<file path="src/rtl/pwm_pkg.sv">
// rtl/pwm_pkg.sv - register offsets, bit indices and APB FSM states for the PWM slave
package pwm_pkg;

    localparam logic [4:0] PWM_CTRL   = 5'h00;
    localparam logic [4:0] PWM_PERIOD = 5'h04;
    localparam logic [4:0] PWM_DUTY   = 5'h08;
    localparam logic [4:0] PWM_STATUS = 5'h0C;
    localparam logic [4:0] PWM_CNT    = 5'h10;

    localparam int CTRL_EN   = 0;
    localparam int CTRL_POL  = 1;
    localparam int CTRL_IE   = 2;
    localparam int STAT_WRAP = 0;
    localparam int STAT_RUN  = 1;

    typedef enum logic [1:0] {
        APB_IDLE   = 2'd0,
        APB_ACCESS = 2'd1,
        APB_DONE   = 2'd2
    } apb_state_t;

    // Anything outside the five word registers, misaligned, or a write to the read-only counter.
    function automatic logic decode_err(input logic [31:0] addr, input logic write);
        return (|addr[31:5]) || (|addr[1:0]) || (addr[4:0] > PWM_CNT) ||
               (write && (addr[4:0] == PWM_CNT));
    endfunction

endpackage

</file>
<file path="src/rtl/pwm_core.sv">
// rtl/pwm_core.sv - counter/compare PWM engine with period-boundary reload of period and duty
module pwm_core #(
    parameter int CNT_W = 16
) (
    input  logic             pclk,
    input  logic             presetn,
    input  logic             en,
    input  logic             pol,
    input  logic [CNT_W-1:0] per_s,
    input  logic [CNT_W-1:0] duty_s,
    output logic [CNT_W-1:0] cnt,
    output logic             wrap,
    output logic             pwm_out,
    output logic             run
);

    logic [CNT_W-1:0] per_a;
    logic [CNT_W-1:0] duty_a;
    logic             raw;

    assign wrap = en && (cnt == per_a);
    assign run  = en;
    assign raw  = (cnt < duty_a);

    // Actives follow the shadows while stopped so the first enabled period uses fresh values.
    always_ff @(posedge pclk or negedge presetn) begin
        if (!presetn) begin
            cnt     <= '0;
            per_a   <= '0;
            duty_a  <= '0;
            pwm_out <= 1'b0;
        end else begin
            if (!en || wrap) begin
                per_a  <= per_s;
                duty_a <= duty_s;
                cnt    <= '0;
            end else begin
                cnt <= cnt + CNT_W'(1);
            end
            pwm_out <= en ? (raw ^ pol) : pol;
        end
    end

endmodule

</file>
<file path="src/rtl/apb_pwm_slave.sv">
// rtl/apb_pwm_slave.sv - APB completer with PWM register bank, error decode and wait-state FSM
module apb_pwm_slave
    import pwm_pkg::*;
#(
    parameter int CNT_W       = 16,
    parameter int WAIT_STATES = 1
) (
    input  logic        pclk,
    input  logic        presetn,
    input  logic [31:0] paddr,
    input  logic        psel,
    input  logic        penable,
    input  logic        pwrite,
    input  logic [31:0] pwdata,
    output logic [31:0] prdata,
    output logic        pready,
    output logic        pslverr,
    output logic        pwm_out,
    output logic        irq
);

    localparam logic [1:0] WS_CNT = 2'(WAIT_STATES);

    apb_state_t       state;
    logic [1:0]       wcnt;
    logic             setup_req;
    logic             access_act;
    logic             xfer_err;
    logic             wr_commit;
    logic [4:0]       ofs;
    logic [2:0]       ctrl;
    logic [CNT_W-1:0] per_s;
    logic [CNT_W-1:0] duty_s;
    logic             wrap_flag;
    logic [CNT_W-1:0] cnt;
    logic             core_wrap;
    logic             run;
    logic [31:0]      rdata;
    logic             unused_pwdata;

    assign unused_pwdata = ^pwdata;

    assign setup_req  = psel && !penable;
    assign access_act = psel && penable;
    assign ofs        = paddr[4:0];
    assign xfer_err   = decode_err(paddr, pwrite);
    assign pready     = (state == APB_ACCESS) && access_act && (wcnt == WS_CNT);
    assign wr_commit  = pready && pwrite && !xfer_err;

    always_ff @(posedge pclk or negedge presetn) begin
        if (!presetn) begin
            state <= APB_IDLE;
            wcnt  <= '0;
        end else begin
            case (state)
                APB_IDLE, APB_DONE: begin
                    wcnt  <= '0;
                    state <= setup_req ? APB_ACCESS : APB_IDLE;
                end
                APB_ACCESS: begin
                    if (!psel) begin
                        state <= APB_IDLE;
                        wcnt  <= '0;
                    end else if (pready) begin
                        state <= APB_DONE;
                    end else if (access_act) begin
                        wcnt <= wcnt + 2'd1;
                    end
                end
                default: begin
                    state <= APB_IDLE;
                    wcnt  <= '0;
                end
            endcase
        end
    end

    // A hardware wrap outranks a same-cycle write-1-to-clear so no wrap event is lost.
    always_ff @(posedge pclk or negedge presetn) begin
        if (!presetn) begin
            ctrl      <= '0;
            per_s     <= '0;
            duty_s    <= '0;
            wrap_flag <= 1'b0;
        end else begin
            if (wr_commit) begin
                case (ofs)
                    PWM_CTRL:   ctrl   <= pwdata[2:0];
                    PWM_PERIOD: per_s  <= pwdata[CNT_W-1:0];
                    PWM_DUTY:   duty_s <= pwdata[CNT_W-1:0];
                    default:    ;
                endcase
            end
            if (core_wrap) begin
                wrap_flag <= 1'b1;
            end else if (wr_commit && (ofs == PWM_STATUS) && pwdata[STAT_WRAP]) begin
                wrap_flag <= 1'b0;
            end
        end
    end

    always_comb begin
        rdata = '0;
        case (ofs)
            PWM_CTRL:   rdata = 32'(ctrl);
            PWM_PERIOD: rdata = 32'(per_s);
            PWM_DUTY:   rdata = 32'(duty_s);
            PWM_STATUS: begin
                rdata[STAT_WRAP] = wrap_flag;
                rdata[STAT_RUN]  = run;
            end
            PWM_CNT:    rdata = 32'(cnt);
            default:    rdata = '0;
        endcase
    end

    assign prdata  = (pready && !pwrite && !xfer_err) ? rdata : '0;
    assign pslverr = pready && xfer_err;
    assign irq     = wrap_flag && ctrl[CTRL_IE];

    pwm_core #(
        .CNT_W (CNT_W)
    ) u_core (
        .pclk    (pclk),
        .presetn (presetn),
        .en      (ctrl[CTRL_EN]),
        .pol     (ctrl[CTRL_POL]),
        .per_s   (per_s),
        .duty_s  (duty_s),
        .cnt     (cnt),
        .wrap    (core_wrap),
        .pwm_out (pwm_out),
        .run     (run)
    );

endmodule

</file>
<file path="config.mk">
export PLATFORM = sky130hd
export DESIGN_NAME = apb_pwm_slave
export DESIGN_NICKNAME = d
export VERILOG_FILES = /design/src/rtl/pwm_pkg.sv /design/src/rtl/pwm_core.sv /design/src/rtl/apb_pwm_slave.sv
export SDC_FILE = /design/constraint.sdc
export NUM_CORES = 1
export LEC_CHECK = 0
export ABC_AREA = 1
export CELL_PAD_IN_SITES_DETAIL_PLACEMENT = 1
export CELL_PAD_IN_SITES_GLOBAL_PLACEMENT = 1
export CORE_MARGIN = 10
export CORE_UTILIZATION = 38
export DETAILED_ROUTE_END_ITERATION = 16
export PLACE_DENSITY = 0.78
export SYNTH_ARGS = -nofsm -noshare
export SYNTH_HDL_FRONTEND = slang
export SYNTH_SLANG_ARGS = --single-unit
</file>
<file path="constraint.sdc">
create_clock -name pclk -period 1.7 [get_ports pclk]
set_input_delay 0.255 -clock pclk [delete_from_list [all_inputs] [get_ports pclk]]
set_output_delay 0.255 -clock pclk [all_outputs]
set_load 0.05 [all_outputs]
</file>
Word-level counts from Yosys, hierarchy flattened
Index checks and enable logic that the tools add are counted.
{"block": "totals", "regBits": 89, "word_cells": 73, "input_bits": 69, "out_inout_bits": 36}
{"block": "op_classes", "magnitude_cmp": 2, "addsub": 2, "n_eq_ne": 11, "muxes": 15, "n_reduce_logical": 32, "bitwise_logic": 1}
{"operator": "$pmux 14 s4", "n": 1}
{"operator": "$mux 32", "n": 1}
{"operator": "$reduce_or 27->1", "n": 1}
{"operator": "$add 16x1->16 const B", "n": 1}
{"operator": "$eq 16x16->1", "n": 1}
{"operator": "$lt 16x16->1", "n": 1}
{"operator": "$mux 16", "n": 1}
{"operator": "$logic_and 1x1->1", "n": 14}
{"operator": "$mux 2", "n": 6}
{"operator": "$eq 5x4->1 const B", "n": 2}
{"operator": "$pmux 2 s5", "n": 1}
{"operator": "$ne 3x3->1 const B", "n": 3}
{"operator": "$reduce_and 2->1", "n": 4}
{"operator": "$eq 5x3->1 const B", "n": 1}
{"operator": "$eq 5x5->1 const B", "n": 1}
{"operator": "$gt 5x5->1 const B", "n": 1}
{"operator": "$logic_not 5->1", "n": 1}
{"operator": "$eq 2x1->1 const B", "n": 2}
{"operator": "$logic_not 1->1", "n": 4}
{"operator": "$logic_or 1x1->1", "n": 4}
{"operator": "$mux 1", "n": 4}
{"operator": "$pmux 2 s2", "n": 1}
{"operator": "$reduce_or 2->1", "n": 2}
{"operator": "$add 2x1->2 const B", "n": 1}
{"operator": "4 further kinds", "n": 4}

Logic depth before layout (Yosys ltp)
{"block": "depth", "depth_word": 10, "ltp_mapped": 13, "mapped_depth_nobuf": 13}

Cells and area by module
From an unflattened synthesis, not the netlist that was laid out.
{"block": "unflattened", "hier_cells": 676, "hier_area_um2": 5328.9}
{"module": "pwm_core", "cells_per_inst": 333, "area_per_inst_um2": 2816.5, "seq_area_each_um2": 1226.2, "instances": 1}
{"module": "apb_pwm_slave", "cells_per_inst": 343, "area_per_inst_um2": 2512.4, "seq_area_each_um2": 1001.0, "instances": 1}

Worst setup path before layout
Ideal clock, no wire load.
{"block": "synth_timing", "path_type": "reg2out", "start": "register state[1]", "end": "output prdata[12]", "stages_incl_launch_ff": 9, "arrival_time_ns": 2.108, "path_buffers": 1, "required_ns": 1.445, "path_slack_ns": -0.663, "cell_sequence": "dfrtp_1 > nor2_1 > nand2_1 > inv_2 > nand3_1 > inv_1 > nand4_4 > buf_6 > nor2_1"}
{"block": "synth_between", "elab_chain_len": 6}
{"element": "start: declaration", "line_no": "apb_pwm_slave.sv:24", "source": "apb_state_t state;"}
{"element": "start signal: assignment", "line_no": "apb_pwm_slave.sv:58", "source": "state <= setup_req ? APB_ACCESS : APB_IDLE;"}
{"element": "$eq 2x1->1", "line_no": "apb_pwm_slave.sv:47", "source": "assign pready = (state == APB_ACCESS) && access_act && (wcnt == WS_CNT);"}
{"element": "$logic_and 1x1->1 (2 in series)", "line_no": "apb_pwm_slave.sv:47"}
{"element": "via pready", "line_no": "apb_pwm_slave.sv:16", "source": "output logic pready,"}
{"element": "$logic_and 1x1->1 (2 in series)", "line_no": "apb_pwm_slave.sv:117", "source": "assign prdata = (pready && !pwrite && !xfer_err) ? rdata : '0;"}
{"element": "$mux 32", "line_no": "apb_pwm_slave.sv:117"}
{"element": "end: declaration", "line_no": "apb_pwm_slave.sv:15", "source": "output logic [31:0] prdata,"}
The timed path passes the listed nets, and every way through them passes these cells.

Worst setup path in the final report
{"block": "layout_timing", "start": "register state[1]", "end": "output prdata[2]"}
{"block": "layout_between", "elab_chain_len": 6}
{"element": "$eq 2x1->1", "line_no": "apb_pwm_slave.sv:47"}
{"element": "$logic_and 1x1->1 (2 in series)", "line_no": "apb_pwm_slave.sv:47"}
{"element": "$logic_and 1x1->1 (2 in series)", "line_no": "apb_pwm_slave.sv:117"}
{"element": "$mux 32", "line_no": "apb_pwm_slave.sv:117"}
Every way passes these cells.

==> impl_metrics.yaml <==
layout:
  final_cells: 978
  final_nets: 882
  fillers: 1404
  final_area_sq_um: 8450
  register_area_sq_um: 2230
  drive_above_1_share_pct: 46.7
  area_growth_pct: 64.2
  multi_input_area_sq_um: 3370
logic_synthesis:
  synth.area.top_cells: "dfrtp_1 (43%), nand2_1 (11%), o21ai_2 (5.4%), nor2_1 (5.0%), inv_1 (4.7%)"
  synth_top_area_share_pct: 43.3
  synthMuxAreaShare_pct: 0
  ys_ff_latch: 89
  synthTopCellsByCount: "nand2_1 (152), dfrtp_1 (89), nor2_1 (69)"
  synth_top_cell_by_area: "dfrtp_1"
  synth_top_family_by_area: "simple AND/OR/NAND/NOR gates"
  synth.avg_cell_area_sq_um: 8.14
  synth_simple_gate_area_share_pct: 26.2
  synth_edf_count: 0
  async_reset_ff_share_pct: 100
  seq_area_frac_synth_pct: 43.3
  syn_inst: 632
  yosysWarningCount: 0
  synth_compound_area_share_pct: 12.4
  synth_top_flop_cell: "dfrtp_1"
  synthesis.area_sq_um: 5150
  synth_xor_xnor_area_share_pct: 3.57
  ys_types: 35
  synthAdderAreaFrac_pct: 4.13
  yosysMostFrequentCell: "nand2_1"
setup_path:
  reg2reg_depth: 9
  cp-end-kind: "primary output"
  slowest_stage: "dfrtp_1"
  worst_ep_arrival_time_ns: 1.92
  slowest_delay_ns: 0.41
  start_kind: "flop"
  crit_path_cell_trace: "nor2_4, nand2_2, inv_2, nand3_4, clkinvlp_4, nand4_4, buf_12, a21oi_4, buf_12"
  r2r_setup_slack_ns: -0.25
  reg2reg_from: "u_core.per_a[9]"
  cpMostUsedCell: "buf_12"
  cp.buffers_inverters: 4
  worstPathMaxFanout: 5
  worst_ep_required_time_ns: 1.44
  critPathTopFamily: "buffers and inverters"
  r2r_end: "u_core.per_a[11]"
  crit_type: "reg2out"
global_routing:
  grt_pass1_wl_microns: 31400
  overflow: 0
  grt_util_all_layers_pct: 21.9
  grt_pass1_vias: 5583
  grt_max_degree: 34
  antenna_found_initial: 1
sta:
  period_needed_ns: 2.18
  report.final.setup_viol: 102
  report.final.hold_viol_count: 0
  finClkSkew_ns: 0.00995
  post-route-period-util_pct: 128
  grt_setup_unrepaired: "yes"
  fmax_ghz: 0.459
  fin_ws_ns: -0.477
  slew_viol_final: 0
  worst_hold_slack_ns: 0.281
routing:
  wire_per_inst_microns: 27.7
  wl_met1_microns: 10400
  first_iter_violations: 424
  drc_errors: 0
  routed.top_layer: "met4"
  route.met3.wl_microns: 1690
  dr_total_vias: 5640
  wl_met2_microns: 13600
  drtPass1Iterations: 4
  ant_nets: 0
  drt-total-wl_microns: 27100
  vias_per_cell: 5.77
clock_network:
  cts_tree: "done"
  cts_root_buf: "clkbuf_16"
  cts_sinks: 89
  htree_levels: 3
  cts_buffer_depth: 2
  clk_pin_slew_ns: 0.07
  clk_latency_ns: 0.37
  numCtsBuffers: 9
run_status:
  outcome: "finished with violations"
  violations: "negative setup slack"
floorplanning:
  dieHeight_microns: 136
  ioPinCount: 105
  die_w_microns: 136
  start_util_pct: 38.9
  core_sq_um: 13200
  die_area_sq_um: 18600
  rows: 42
pwr:
  irDropWorstVdd_mv: 1.05
  powerDensity_nw_per_um2: 560
  power_uw: 4740
  cellLeakagePower_uw: 0.00391
place:
  pre_cts_slack_ns: -0.557
  place_area_sq_um: 6680
  hpwl_microns: 13000
  dp.cells: 908
  io_buffers: 72
  gp_congestion: 0.863
flow_run:
  max-cap-violations: 0
worst_hold_path:
  hold_path.class: "in2reg"
  worstHoldStart: "psel"
  hold_depth: 3
  hold_end: "state[0]"
[logic make-up (layout without fill, tap and decap cells)]
logic type / Yosys count / count (layout)
simple gates: 298 / 299
buf+inv: 107 / 260
compound gates: 99 / 99
flops: 89 / 89
xor+xnor: 21 / 21
fa+ha+maj: 17 / 17
other cells: 1 / 17
[flip-flops by register name, indices dropped and copies added (netlist names)]
register and flops:
per_s 16, wcnt 2, u_core.pwm_out 1, u_core.per_a 16, ctrl 3, wrap_flag 1, duty_s 16, u_core.duty_a 16
state 2, u_core.cnt 16
[worst reg2reg max path, delay by kind of cell (launching register included)]
family / cells / cell delay, ns
simple gates: 7 / 1.04
flops: 1 / 0.43
xor+xnor: 1 / 0.21
buf+inv: 1 / 0.21
[metal layers]
layer | track usage [%] | vias to the layer above
met2 | 38.4 | 298
met4 | 8.88 | 0
met5 | 0 | -
met3 | 4.10 | 114
li1 | - | 2332
met1 | 25.8 | 2896
[stage by stage]
stage	utilization, %	setup TNS, ns
global placement	50.5	-18.61
floorplan	-	-2.50
CTS	56.1	-6.41
detailed placement	50.5	-23.43
global route	63.8	-26.74
finish	63.8	-20.95
[layout by cell type (no fill, tap or decap), drive strengths merged, types with 15 or more instances in the layout]
cell           synthesis  final
o21ai                 66     66
clkbuf                 3     34
dfrtp                 89     89
nand2                161    162
xor2                  21     21
nor3                  15     15
clkdlybuf4s50          0     17
buf                   33    115
conb                   1     16
inv                   71     70
ha                    17     17
nand3                 35     35
a21oi                 26     26
nor2                  75     75
[area by class of cell]
class | instances | share of cell area (%)
Inverter | 71 | 3.20
Clock buffer | 10 | 2.71
Clock inverter | 6 | 0.814
Antenna cell | 1 | 0.0296
Timing Repair Buffer | 173 | 24.3
Tap cell | 176 | 2.61
Multi-Input combinational cell | 452 | 39.9
Sequential cell | 89 | 26.4
[worst max path at each step]
stage | start | to | depth (start not counted)
final | state[1] | prdata[2] | 9
after detailed placement | paddr[1] | prdata[11] | 10
after floorplan | state[1] | prdata[12] | 8
after global placement | paddr[1] | prdata[9] | 10
after CTS | state[0] | prdata[2] | 10
after global routing | state[1] | prdata[2] | 9
[power breakdown]
| group | switching, uW | leakage [uW] | total (uW) | internal [uW] |
|---|---|---|---|---|
| registers | 4.55 | 0.00123 | 2120 | 2120 |
| clock network | 996 | 0.000131 | 2140 | 1150 |
| logic | 282 | 0.00254 | 469 | 187 |
[what timing repair did]
item	CTS	global route
resized for setup	116	221
setup buffers	33	20
setup endpoints to repair	55	106
pin swaps	42	55
cloned	3	15
hold endpoints to repair	28	0
hold buffers	1	0
Power figures use the tool's default switching activity.
